### src/rtl/arb_pkg.sv
// Shared constants and FSM encoding for the 4-way round-robin arbiter.
package arb_pkg;
  localparam int N_REQ = 4;
  localparam int SEL_W = 2;

  typedef enum logic {
    IDLE  = 1'b0,
    GRANT = 1'b1
  } arb_state_t;
endpackage

### src/rtl/rr_pick4.sv
// Combinational rotating-priority picker: searches last+1, last+2, last+3, last.
module rr_pick4
  import arb_pkg::*;
(
  input  logic [N_REQ-1:0] req,
  input  logic [SEL_W-1:0] last,
  output logic [SEL_W-1:0] winner,
  output logic             any
);
  logic [SEL_W-1:0] idx;

  // Walk lowest priority first so the highest-priority hit is the last write.
  always_comb begin
    winner = last;
    idx    = last;
    any    = |req;
    for (int k = N_REQ; k >= 1; k--) begin
      idx = last + SEL_W'(k);
      if (req[idx]) winner = idx;
    end
  end
endmodule

### src/rtl/rr_arb4_sel.sv
// Round-robin arbiter with bounded tenure; drives a 2-to-4 decoder via sel/en.
module rr_arb4_sel
  import arb_pkg::*;
#(
  parameter int MAX_HOLD = 8,
  parameter int CNT_W    = 8
) (
  input  logic             clk,
  input  logic             rst,
  input  logic [N_REQ-1:0] req,
  output logic [SEL_W-1:0] sel,
  output logic             en,
  output logic             expired
);
  arb_state_t       state;
  logic [SEL_W-1:0] last;
  logic [CNT_W-1:0] hold_cnt;
  logic [SEL_W-1:0] winner;
  logic             any;

  rr_pick4 u_pick (
    .req    (req),
    .last   (last),
    .winner (winner),
    .any    (any)
  );

  always_ff @(posedge clk or posedge rst) begin
    if (rst) begin
      state    <= IDLE;
      sel      <= '0;
      en       <= 1'b0;
      expired  <= 1'b0;
      last     <= 2'b11;
      hold_cnt <= '0;
    end else begin
      case (state)
        IDLE: begin
          expired <= 1'b0;
          if (any) begin
            sel      <= winner;
            last     <= winner;
            en       <= 1'b1;
            hold_cnt <= '0;
            state    <= GRANT;
          end
        end
        GRANT: begin
          // Release is checked first so a drop on the final cycle is not a timeout.
          if (!req[sel]) begin
            en      <= 1'b0;
            expired <= 1'b0;
            state   <= IDLE;
          end else if (hold_cnt == CNT_W'(MAX_HOLD - 1)) begin
            en      <= 1'b0;
            expired <= 1'b1;
            state   <= IDLE;
          end else begin
            hold_cnt <= hold_cnt + 1'b1;
          end
        end
        default: state <= IDLE;
      endcase
    end
  end
endmodule

### config.mk
export PLATFORM = sky130hd
export DESIGN_NAME = rr_arb4_sel
export DESIGN_NICKNAME = d
export VERILOG_FILES = /design/src/rtl/arb_pkg.sv /design/src/rtl/rr_pick4.sv /design/src/rtl/rr_arb4_sel.sv
export SDC_FILE = /design/constraint.sdc
export NUM_CORES = 1
export LEC_CHECK = 0
export BUFFER_PORTS_ARGS = -buffer_cell sky130_fd_sc_hd__clkbuf_2
export CAP_MARGIN = 0
export CELL_PAD_IN_SITES_DETAIL_PLACEMENT = 0
export CELL_PAD_IN_SITES_GLOBAL_PLACEMENT = 1
export CORE_MARGIN = 1
export CORE_UTILIZATION = 30
export DETAILED_ROUTE_END_ITERATION = 6
export PLACE_DENSITY_LB_ADDON = 0.1
export REMOVE_ABC_BUFFERS = 1
export SLEW_MARGIN = 20
export SYNTH_ARGS = -nofsm -noshare
export SYNTH_HDL_FRONTEND = slang
export SYNTH_SLANG_ARGS = --single-unit
### constraint.sdc
create_clock -name clk -period 1.6 [get_ports clk]
set_input_delay 0.24 -clock clk [delete_from_list [all_inputs] [get_ports clk]]
set_output_delay 0.24 -clock clk [all_outputs]
set_load 0.02 [all_outputs]
### Yosys cells after proc, flatten, opt, wreduce, memory -nomap -nowiden

Index checks and enable logic that the tools add are counted.

| operators by class | value |
|---|---|
| eq/ne operators | 5 |
| reductions and logical operators | 4 |
| bitwise logic cells | 1 |
| $lt $le $gt $ge | 4 |
| multiplexer cells | 26 |
| add/subtract/negate cells | 4 |

Operators with widths:

| kind | count |
|---|---|
| $mux 8 | 3 |
| $pmux 8 s2 | 1 |
| $lt 2x3->1 const B | 4 |
| $mux 1 | 12 |
| $add 8x1->8 const B | 1 |
| $bmux 1 s2 | 4 |
| $eq 8x3->1 const B | 1 |
| $mux 2 | 3 |
| $pmux 1 s2 | 3 |
| $add 2x2->2 const B | 2 |
| $ne 2x2->1 const B | 2 |
| $reduce_and 2->1 | 2 |
| $reduce_or 4->1 | 1 |
| $ne 3x2->1 const B | 1 |
| $reduce_and 3->1 | 1 |
| $add 2x1->2 const B | 1 |
| $ne 2x1->1 const B | 1 |
| $not 1->1 | 1 |

| word-level totals | value |
|---|---|
| flip-flop bits (word level) | 15 |
| logic and storage cells | 50 |
| input port bits | 6 |
| output and inout bits | 4 |

### Logic depth before layout (Yosys ltp)

Gate-level depths: netlist (run 1).

| logic depth | value |
|---|---|
| depth after elaboration | 6 |
| gate-level depth with buffers | 5 |
| mapped depth without buffers | 5 |

### Cells and area by module

From an unflattened synthesis (run 1), not the netlist that was laid out.

| unflattened totals | value |
|---|---|
| cells, all modules | 86 |
| area, all modules | 802.0 um2 |

Modules (own cells, without submodules):

| module | area each (um2) | times used | cells an instance | sequential area each (um2) |
|---|---|---|---|---|
| rr_arb4_sel | 715.7 | 1 | 74 | 377.9 |
| rr_pick4 | 86.3 | 1 | 12 | 0.0 |

### Worst setup path after synthesis (run 1)

No wires, ideal clock.

| timing | value |
|---|---|
| kind | register to register |
| start | register hold_cnt[5] |
| end | register hold_cnt[2] |
| path slack | -0.008 ns |
| stages on the path, launching flop included | 5 |
| clock period less this slack | 1.608 ns |
| buffers on the path | 0 |
| setup time | 0.079 ns |
| data arrival time | 1.529 ns |
| data required time | 1.521 ns |
| cells stage by stage | dfrtp_1 -> or4_1 -> or3_4 -> nand3_1 -> mux2i_1 |

| on the way | value |
|---|---|
| longest elaborated chain between the ends | 3 |

RTL lines:

| item | RTL line | text |
|---|---|---|
| start, declared | rr_arb4_sel.sv:17 | `logic [CNT_W-1:0] hold_cnt;` |
| start signal, assigned | rr_arb4_sel.sv:59 | `hold_cnt <= hold_cnt + 1'b1;` |
| $eq 8x3->1 | rr_arb4_sel.sv:54 | `end else if (hold_cnt == CNT_W'(MAX_HOLD - 1)) begin` |
| $ne 2x2->1 (no source line) | n/a |  |
| $reduce_and 3->1 (no source line) | n/a |  |

No other way between the ends.
A chain may end at the register's enable or synchronous reset.

### Final worst setup path (run 1)

Ends and elaborated chain as after synthesis.

==> results of run 1 <==
## power groups by stage
| stage | clock network (W) | logic (W) | registers [W] |
|---|---|---|---|
| after floorplan | 0 | 0.000374 | 0.000653 |
| after global placement | 0 | 0.000727 | 0.000606 |
| after detailed placement | 0 | 0.000728 | 0.000609 |
| after CTS | 0.000233 | 0.000775 | 0.000603 |
| after global routing | 0.000249 | 0.000988 | 0.000630 |
| final | 0.000223 | 0.000900 | 0.000613 |
## cell families (layout without fill, tap and decap cells)
logic type	count (synthesis)	count (layout)	synth area share, %
and+or+nand+nor	39	39	24.3
muxes	4	4	5.02
AOI/OAI and AO/OA	24	24	21.7
DFF	15	15	45.9
adders and majority gates	1	1	1.52
buffers and inverters	3	32	1.52
## path summary, 6_finish.rpt
| path | to | slack, ps |
|---|---|---|
| setup / recovery | hold_cnt[2]$_DFFE_PP0P_ | -30 |
| hold / removal | hold_cnt[1]$_DFFE_PP0P_ | -20 |
| setup reg to reg | hold_cnt[2]$_DFFE_PP0P_ | -30 |
| hold reg to reg | en$_DFFE_PP0P_ | 520 |
| max in group asynchronous | sel[0]$_DFFE_PP0P_ | 1190 |
| min in group clk | last[1]$_DFFE_PP1P_ | 410 |
## per-stage QoR
step / utilization, % / setup WS, ps / hold WS (ps) / total power [W]
global placement: 39.7 / -19.3 / 316 / 0.00133
CTS: 41.7 / -32.1 / 1.18 / 0.00161
floorplan: - / -8.19 / 140 / 0.00103
global route: 44.1 / -101 / 31.7 / 0.00187
detailed placement: 39.7 / -39.7 / 316 / 0.00134
finish: 44.1 / -33.3 / -16.4 / 0.00174
## cells in the final DEF (no fill, tap or decap), drive strengths merged, types with 4 or more instances in the layout
cell     n
nor2     5
a21oi    4
dfrtp   13
nand2   14
or4      4
clkbuf  14
buf     16
nand3    5
## metal layers
| layer | vias up | global-route usage [%] | share of wire, % |
|---|---|---|---|
| met3 | 6 | 3.33 | 3.6 |
| met4 | 0 | 8.97 | 1.7 |
| met2 | 19 | 25.0 | 44 |
| met5 | - | 0 | 0 |
| met1 | 386 | 24.4 | 51 |
| li1 | 389 | - | - |
## final cells by class
cell class	instances	area [sq um]	share of cell area [%]
inverter	2	7.51	0.668
timing repair buffer	26	183	16.3
multi-input combinational	68	490	43.7
tap	30	37.5	3.34
sequential	15	379	33.7
clock buffer	4	26.3	2.34
## worst reg2reg max path, cell delays in order (launching register included)
cell	delay (ps)
dfrtp_1	390
or4_4	530
or3_4	370
nand3_2	90
mux2i_1	170
## state kept, by name, indices dropped and copies added, names as in the netlist
name and count:
hold_cnt 8, last 2, sel 2, en 1
expired 1, state 1
## what timing repair did
action | 4_1_cts | 5_1_grt
buffers inserted | 0 | 4
pin swaps | 2 | 5
endpoints found under the setup margin | 6 | 11
resized for setup | 4 | 8
==> results.yml, run 1 <==
status:
  status: "finished with violations"
  violations: "negative hold slack, negative setup slack"
yosys:
  ys_ff_latch: 15
  synth_cell_types: 31
  syn_inst: 86
  syn-cell-area_sq_um: 823
  yosysMostFrequentCell: "nand2_1"
  synth.area.top_cells: "dfrtp_1 40%, dfstp_2 6.4%, nand2_1 6.4%"
  synth-edff-count: 0
  yosys.area.top_type_share_pct: 39.5
  synth_largest_area_cell: "dfrtp_1"
  avgSynthCellArea_sq_um: 9.57
  yosysSeqAreaShare_pct: 45.9
  synth-warning-count: 0
  synth_commonest_cells: "14 x nand2_1, 13 x dfrtp_1, 5 x nand3_1, 5 x nor2_1"
  async_flop_share_pct: 100
  synthFlopType: "dfrtp_1"
timing:
  slew_headroom_pct: 60.3
  fin_tns_setup_ps: -75.4
  rsz0062_at_grt: "true"
  timing.fmax_mhz: 612
  fin_worst_skew_ps: 4.43
  finalMaxSlewViolations: 0
  fin_crit_sh_pct: 102
  fin_crit_ps: 1630
  hold_viol: 13
  whs_ps: -16.4
  worstMarginPinSlew_ps: 595
  fin_ws_ps: -33.3
  setup_violations: 5
cells_and_area:
  nFillCells: 270
  finalInstanceArea_sq_mm: 0.00112
  stdcell_count: 145
  nets: 123
  drive_gt1_share_pct: 37.4
  diodes: 0
  area_delta_synth_final_pct: 36.5
clocking:
  ctsHoldBuffers: 0
  cts-root-buf: "clkbuf_4"
  htreeDepth: 1
  clock_latency_ps: 290
  cts_sinks: 15
  cts_tree: "done"
  clk_pin_slew_ps: 90
  cts_buffer_depth: 2
  cts_made_buffers: 3
worst_setup_path:
  worst_path_largest_cell_delay_ps: 530
  critPathMaxFanout: 4
  path_depth: 4
  timing.critical_path.arrival_ps: 1850
  cp_slowest_cell: "or4_4"
  critical_path_class: "reg2reg"
  path_buf_inv: 0
  r2r_start: "hold_cnt[5]$_DFFE_PP0P_"
  critical_path_required_ps: 1820
  path_delay_family: "simple AND/OR/NAND/NOR gates"
  setup.worst_path.start_class: "flop"
  setup.worst_path.start: "hold_cnt[5]$_DFFE_PP0P_"
  ff2ff_path_depth: 4
  crit_path_end_kind: "flop"
  path_cells: "or4_4 -> or3_4 -> nand3_2 -> mux2i_1"
placed_design:
  dp_hpwl_microns: 1540
  placedCellCount: 137
  postPlaceCellArea_sq_mm: 0.00101
  portBuffers: 9
  gp_congestion: 0.762
floorplanning:
  start_util_pct: 32.4
  placeableCoreArea_sq_mm: 0.00254
  io_pins: 10
  row_count: 18
  chipWidth_microns: 54.4
  die_y_microns: 54.4
  dieArea_sq_mm: 0.00296
route:
  vias_per_cell: 5.52
  dr.pass1.iters: 4
  drt-initial-drc-count: 13
  drc_errors: 0
  avgRoutedWirePerCell_microns: 15.4
  ant_nets: 0
  wl_microns: 2240
  vias: 800
pwr:
  pwr-share-comb_pct: 51.8
  total_leakage_power_nw: 0.504
  p_sw_share_pct: 40.6
  ir_drop_uv: 979
  p_sw_w: 0.000705
  intPower_w: 0.00103
  power_frac_seq_pct: 35.3
  powerDensity_mw_per_mm2: 1540
  p_clk_share_pct: 12.8
global_routing:
  grt_use_total_pct: 17.4
  grt_pass1_vias: 721
  grt_start_max_net_pins: 16
  grt_pass1_wl_microns: 3510
  antenna_found_initial: 0
  grt_overflow: 0
min_path:
  hp-class: "in2async"
job:
  drv_cap: 0
No activity file was read; power rests on OpenSTA's default activity.
==> run 2: changes to the inputs <==
--- a/config.mk
+++ b/config.mk
@@ -5,6 +5,7 @@
 export SDC_FILE = /design/constraint.sdc
 export NUM_CORES = 1
 export LEC_CHECK = 0
+export ABC_CLOCK_PERIOD_IN_PS = 1600
 export BUFFER_PORTS_ARGS = -buffer_cell sky130_fd_sc_hd__clkbuf_2
 export CAP_MARGIN = 0
 export CELL_PAD_IN_SITES_DETAIL_PLACEMENT = 0
@@ -13,7 +14,6 @@
 export CORE_UTILIZATION = 30
 export DETAILED_ROUTE_END_ITERATION = 6
 export PLACE_DENSITY_LB_ADDON = 0.1
-export REMOVE_ABC_BUFFERS = 1
 export SLEW_MARGIN = 20
 export SYNTH_ARGS = -nofsm -noshare
 export SYNTH_HDL_FRONTEND = slang
==> results.yml, run 2 (synthesis gave the netlist of run 1 again) <==
status:
  status: "finished with violations"
  violations: "negative setup slack"
placed_design:
  placedCellCount: 135
  portBuffers: 9
  dp_hpwl_microns: 1440
  gp_congestion: 0.712
route:
  vias_per_cell: 5.35
  drc_errors: 0
  ant_nets: 0
  avgRoutedWirePerCell_microns: 13.8
  wl_microns: 1960
  wl_met1_microns: 1070
  vias: 759
  wl_met2_microns: 840
  routed.top_layer: "met3"
  drt-initial-drc-count: 12
  dr.pass1.iters: 4
  wl_met3_microns: 50
worst_setup_path:
  critical_path_required_ps: 1820
  critPathMaxFanout: 4
  timing.critical_path.arrival_ps: 1850
  reg2reg_slack_ps: -40
  crit_path_end_kind: "flop"
  critical_path_class: "reg2reg"
  setup.worst_path.start_class: "flop"
global_routing:
  grt_start_max_net_pins: 16
  grt_pass1_wl_microns: 3240
  grt_overflow: 0
  grt_pass1_vias: 670
  antenna_found_initial: 0
  grt_use_total_pct: 15.8
clocking:
  cts_sinks: 15
  clock_latency_ps: 290
  clk_pin_slew_ps: 100
  htreeDepth: 1
  cts_buffer_depth: 2
  cts_made_buffers: 3
  cts_tree: "done"
  cts-root-buf: "clkbuf_4"
cells_and_area:
  area_delta_synth_final_pct: 32.2
  largest_registers: "hold_cnt x8, last x2, sel x2"
  stdcell_count: 142
  final_util_pct: 42.8
  diodes: 0
  largest_register_ffs: 8
  regMostFlops: "hold_cnt"
  drive_gt1_share_pct: 34.8
  nets: 120
  final_cell_mix: "14 x nand2_1, 13 x buf_4, 12 x dfrtp_1"
  final_common_cell: "nand2_1"
job:
  drv_cap: 0
floorplanning:
  chipWidth_microns: 54.4
  die_y_microns: 54.4
  row_count: 18
  start_util_pct: 32.4
  io_pins: 10
  dieArea_sq_mm: 0.00296
  placeableCoreArea_sq_mm: 0.00254
timing:
  rsz0062_at_grt: "true"
  fin_crit_sh_pct: 102
  fin_worst_skew_ps: 2.08
  hold_viol: 0
  fin_crit_ps: 1640
  fin_ws_ps: -38.9
  setup_violations: 3
  worstMarginPinSlew_ps: 592
  slew_headroom_pct: 60.5
  finalMaxSlewViolations: 0
  timing.fmax_mhz: 610
pwr:
  total_leakage_power_nw: 0.486
  ir_drop_uv: 928
  powerDensity_mw_per_mm2: 1500
min_path:
  hp-class: "in2reg"
yosys:
  syn_nets: 93
run 2: final timing paths:
kind,from,end,cells after the start
worst min register to register,expired$_DFFE_PP0P_,expired$_DFFE_PP0P_,2
worst min-delay path,req[0],last[1]$_DFFE_PP1P_,5
worst max-delay path,hold_cnt[6]$_DFFE_PP0P_,hold_cnt[2]$_DFFE_PP0P_,4
worst max register to register,hold_cnt[6]$_DFFE_PP0P_,hold_cnt[2]$_DFFE_PP0P_,4
max in group asynchronous,rst,sel[0]$_DFFE_PP0P_,3
min in group asynchronous,rst,en$_DFFE_PP0P_,3
run 2: through the flow:
stage	setup slack (ps)	total power (W)	setup TNS, ps	area [sq um]	hold WS, ps
finish	-38.9	0.00163	-62.8	1090	408
global placement	-19.6	0.00128	-19.6	983	319
CTS	-37.6	0.00156	-48.3	1050	393
global route	-81.7	0.00176	-279	1090	452
floorplan	4.56	0.00104	0	823	140
detailed placement	-46.1	0.00128	-50.7	983	316
run 2: what timing repair did:
action                     in CTS  in global routing
hold endpoints to repair        7                  0
pin swaps                       0                  5
setup buffers                   0                  2
setup endpoints to repair       3                  7
resized for setup               5                  6
hold buffers                    1                  0
run 2: area by class of cell:
| cell class | instances | area [sq um] |
|---|---|---|
| Fill cell | 281 | 1460 |
| Multi-Input combinational cell | 68 | 484 |
| Sequential cell | 15 | 379 |
| Timing Repair Buffer | 23 | 153 |
| Tap cell | 30 | 37.5 |
| Clock buffer | 3 | 22.5 |
| Inverter | 2 | 7.51 |
| Clock inverter | 1 | 5.00 |
run 2: worst max-delay path, cell delays in order (launching register included):
cell,delay [ps]
dfrtp_1,390
or4_4,540
or3_4,380
nand3_2,90
mux2i_1,180
run 2: power by group:
part,switching [W],internal [W],leakage [nW]
Sequential,0.000121,0.000506,0.190
Clock,0.000132,0.0000929,0.0177
Combinational,0.000418,0.000358,0.278
run 2: per-layer routing:
metal | GRT usage, % | vias up
met5 | 0 | -
met1 | 24.2 | 365
li1 | - | 387
met2 | 21.5 | 7
met4 | 2.56 | 0
met3 | 5.00 | 0
==> run 3: changes to the inputs <==
--- a/config.mk
+++ b/config.mk
@@ -10,7 +10,7 @@
 export CAP_MARGIN = 0
 export CELL_PAD_IN_SITES_DETAIL_PLACEMENT = 0
 export CELL_PAD_IN_SITES_GLOBAL_PLACEMENT = 1
-export CORE_MARGIN = 1
+export CORE_MARGIN = 10
 export CORE_UTILIZATION = 30
 export DETAILED_ROUTE_END_ITERATION = 6
 export PLACE_DENSITY_LB_ADDON = 0.1
==> results.yml, run 3 (synthesis gave the netlist of run 1 again) <==
status:
  status: "finished with violations"
  violations: "negative setup slack"
floorplanning:
  chipWidth_microns: 72.4
  row_count: 18
  io_pins: 10
  start_util_pct: 32.4
  dieArea_sq_mm: 0.00524
  placeableCoreArea_sq_mm: 0.00254
  die_y_microns: 72.4
global_routing:
  grt_start_max_net_pins: 16
  grt_use_total_pct: 7.97
  grt_overflow: 0
  grt_pass1_vias: 729
  antenna_found_initial: 0
  grt_pass1_wl_microns: 3460
clocking:
  cts_buffer_depth: 2
  cts_sinks: 15
  cts_tree: "done"
  clock_latency_ps: 290
  clk_pin_slew_ps: 90
  cts-root-buf: "clkbuf_4"
  cts_made_buffers: 3
  htreeDepth: 1
cells_and_area:
  regArea_sq_um: 379
  largest_registers: "hold_cnt x8, last x2, sel x2"
  drive_gt1_share_pct: 33.0
  regMostFlops: "hold_cnt"
  nFillCells: 256
  largest_register_ffs: 8
  area_delta_synth_final_pct: 32.8
  nets: 120
  multi_input_comb_area_sq_um: 477
  final_cell_mix: "14 x nand2_1, 12 x dfrtp_1, 12 x buf_4"
  final_util_pct: 43.0
  diodes: 0
  finalInstanceArea_sq_mm: 0.00109
  stdcell_count: 142
  final_common_cell: "nand2_1"
placed_design:
  gp_congestion: 0.787
  dp_hpwl_microns: 1520
  postPlaceCellArea_sq_um: 988
  placedCellCount: 134
  portBuffers: 9
min_path:
  hp-class: "in2reg"
route:
  routed.top_layer: "met4"
  vias_per_cell: 5.44
  drt-initial-drc-count: 33
  vias: 772
  wl_met2_microns: 838
  wl_met3_microns: 100
  drc_errors: 0
  wl_met1_microns: 1070
  wl_microns: 2020
  dr.pass1.iters: 4
  ant_nets: 0
  avgRoutedWirePerCell_microns: 14.2
pwr:
  p_total_w: 0.00164
  pwr-share-comb_pct: 48.0
  p_sw_w: 0.000670
  p_clk_share_pct: 13.7
  powerDensity_mw_per_mm2: 1500
  ir_drop_uv: 859
  total_leakage_power_nw: 0.489
  p_sw_share_pct: 40.9
  intPower_w: 0.000970
  power_frac_seq_pct: 38.4
yosys:
  syn_nets: 93
worst_setup_path:
  path_delay_family: "simple AND/OR/NAND/NOR gates"
  crit_path_end_kind: "flop"
  critical_path_required_ps: 1770
  critPathMaxFanout: 4
  path_buf_inv: 0
  critical_path_class: "reg2reg"
  reg2reg_slack_ps: -10
  r2r_start: "hold_cnt[6]$_DFFE_PP0P_"
  worst_path_largest_cell_delay_ps: 530
  path_cells: "or4_4 -> or3_4 -> nand2_1 -> o21ai_0"
  setup.worst_path.start_class: "flop"
  cp_slowest_cell: "or4_4"
  cp-endpoint: "hold_cnt[0]$_DFFE_PP0P_"
  ff2ff_path_depth: 4
  rr_endpoint: "hold_cnt[0]$_DFFE_PP0P_"
  setup.worst_path.start: "hold_cnt[6]$_DFFE_PP0P_"
  path_depth: 4
  timing.critical_path.arrival_ps: 1790
job:
  drv_cap: 0
timing:
  hold_viol: 0
  whs_ps: 403
  worstMarginPinSlew_ps: 601
  fin_crit_sh_pct: 101
  fin_worst_skew_ps: 0.721
  fin_ws_ps: -13.2
  finalMaxSlewViolations: 0
  timing.fmax_mhz: 620
  slew_headroom_pct: 59.9
  rsz0062_at_grt: "true"
  fin_crit_ps: 1610
  setup_violations: 3
==> run 3: how the worst min path moves through the flow <==
| stage | startpoint | endpoint | slack [ps] | cells after the start |
|---|---|---|---|---|
| final | req[0] | last[1]$_DFFE_PP1P_ | 400 | 5 |
| after CTS | req[0] | last[1]$_DFFE_PP1P_ | 390 | 5 |
| after global placement | rst | en$_DFFE_PP0P_ | 320 | 2 |
| after floorplan | rst | en$_DFFE_PP0P_ | 140 | 1 |
| after global routing | req[0] | last[1]$_DFFE_PP1P_ | 440 | 5 |
| after detailed placement | rst | en$_DFFE_PP0P_ | 320 | 2 |
==> run 3: what timing repair did <==
action / in CTS / in global routing
endpoints found under the setup margin: 5 / 8
gates resized for setup: 7 / 3
hold buffers: 1 / 0
hold endpoints to repair: 7 / 0
setup buffers: 1 / 2
pin swaps: 4 / 3
==> run 3: layer usage <==
layer | up-vias | GRT usage (%)
met5 | - | 0
li1 | 387 | -
met3 | 2 | 3.54
met4 | 0 | 1.27
met1 | 364 | 11.0
met2 | 19 | 11.2
==> run 3: power groups by stage <==
stage	combinational [W]	clock [W]	sequential, W
floorplan	0.000384	0	0.000653
global placement	0.000664	0	0.000623
detailed placement	0.000670	0	0.000627
CTS	0.000750	0.000235	0.000627
global route	0.000866	0.000253	0.000652
finish	0.000786	0.000225	0.000629
==> run 3: layout make-up <==
type	instances	share of cell area, %
Clock inverter	1	0.458
Inverter	2	0.686
Sequential cell	15	34.7
Clock buffer	3	2.06
Multi-Input combinational cell	68	43.6
Timing Repair Buffer	23	15.1
Tap cell	30	3.43
==> run 3: worst reg2reg max path: stages (launching register included) <==
cell and delay, ps:
dfrtp_1 390, or4_4 530, or3_4 370, nand2_1 120
o21ai_0 80
==> run 3: per-stage QoR <==
step                      setup slack (ps)  TNS [ps]
final                                -13.2     -25.5
after global routing                 -68.7      -277
after CTS                            -48.6      -183
after detailed placement             -37.7     -76.8
after global placement               -19.5     -51.5
after floorplan                       4.56         0
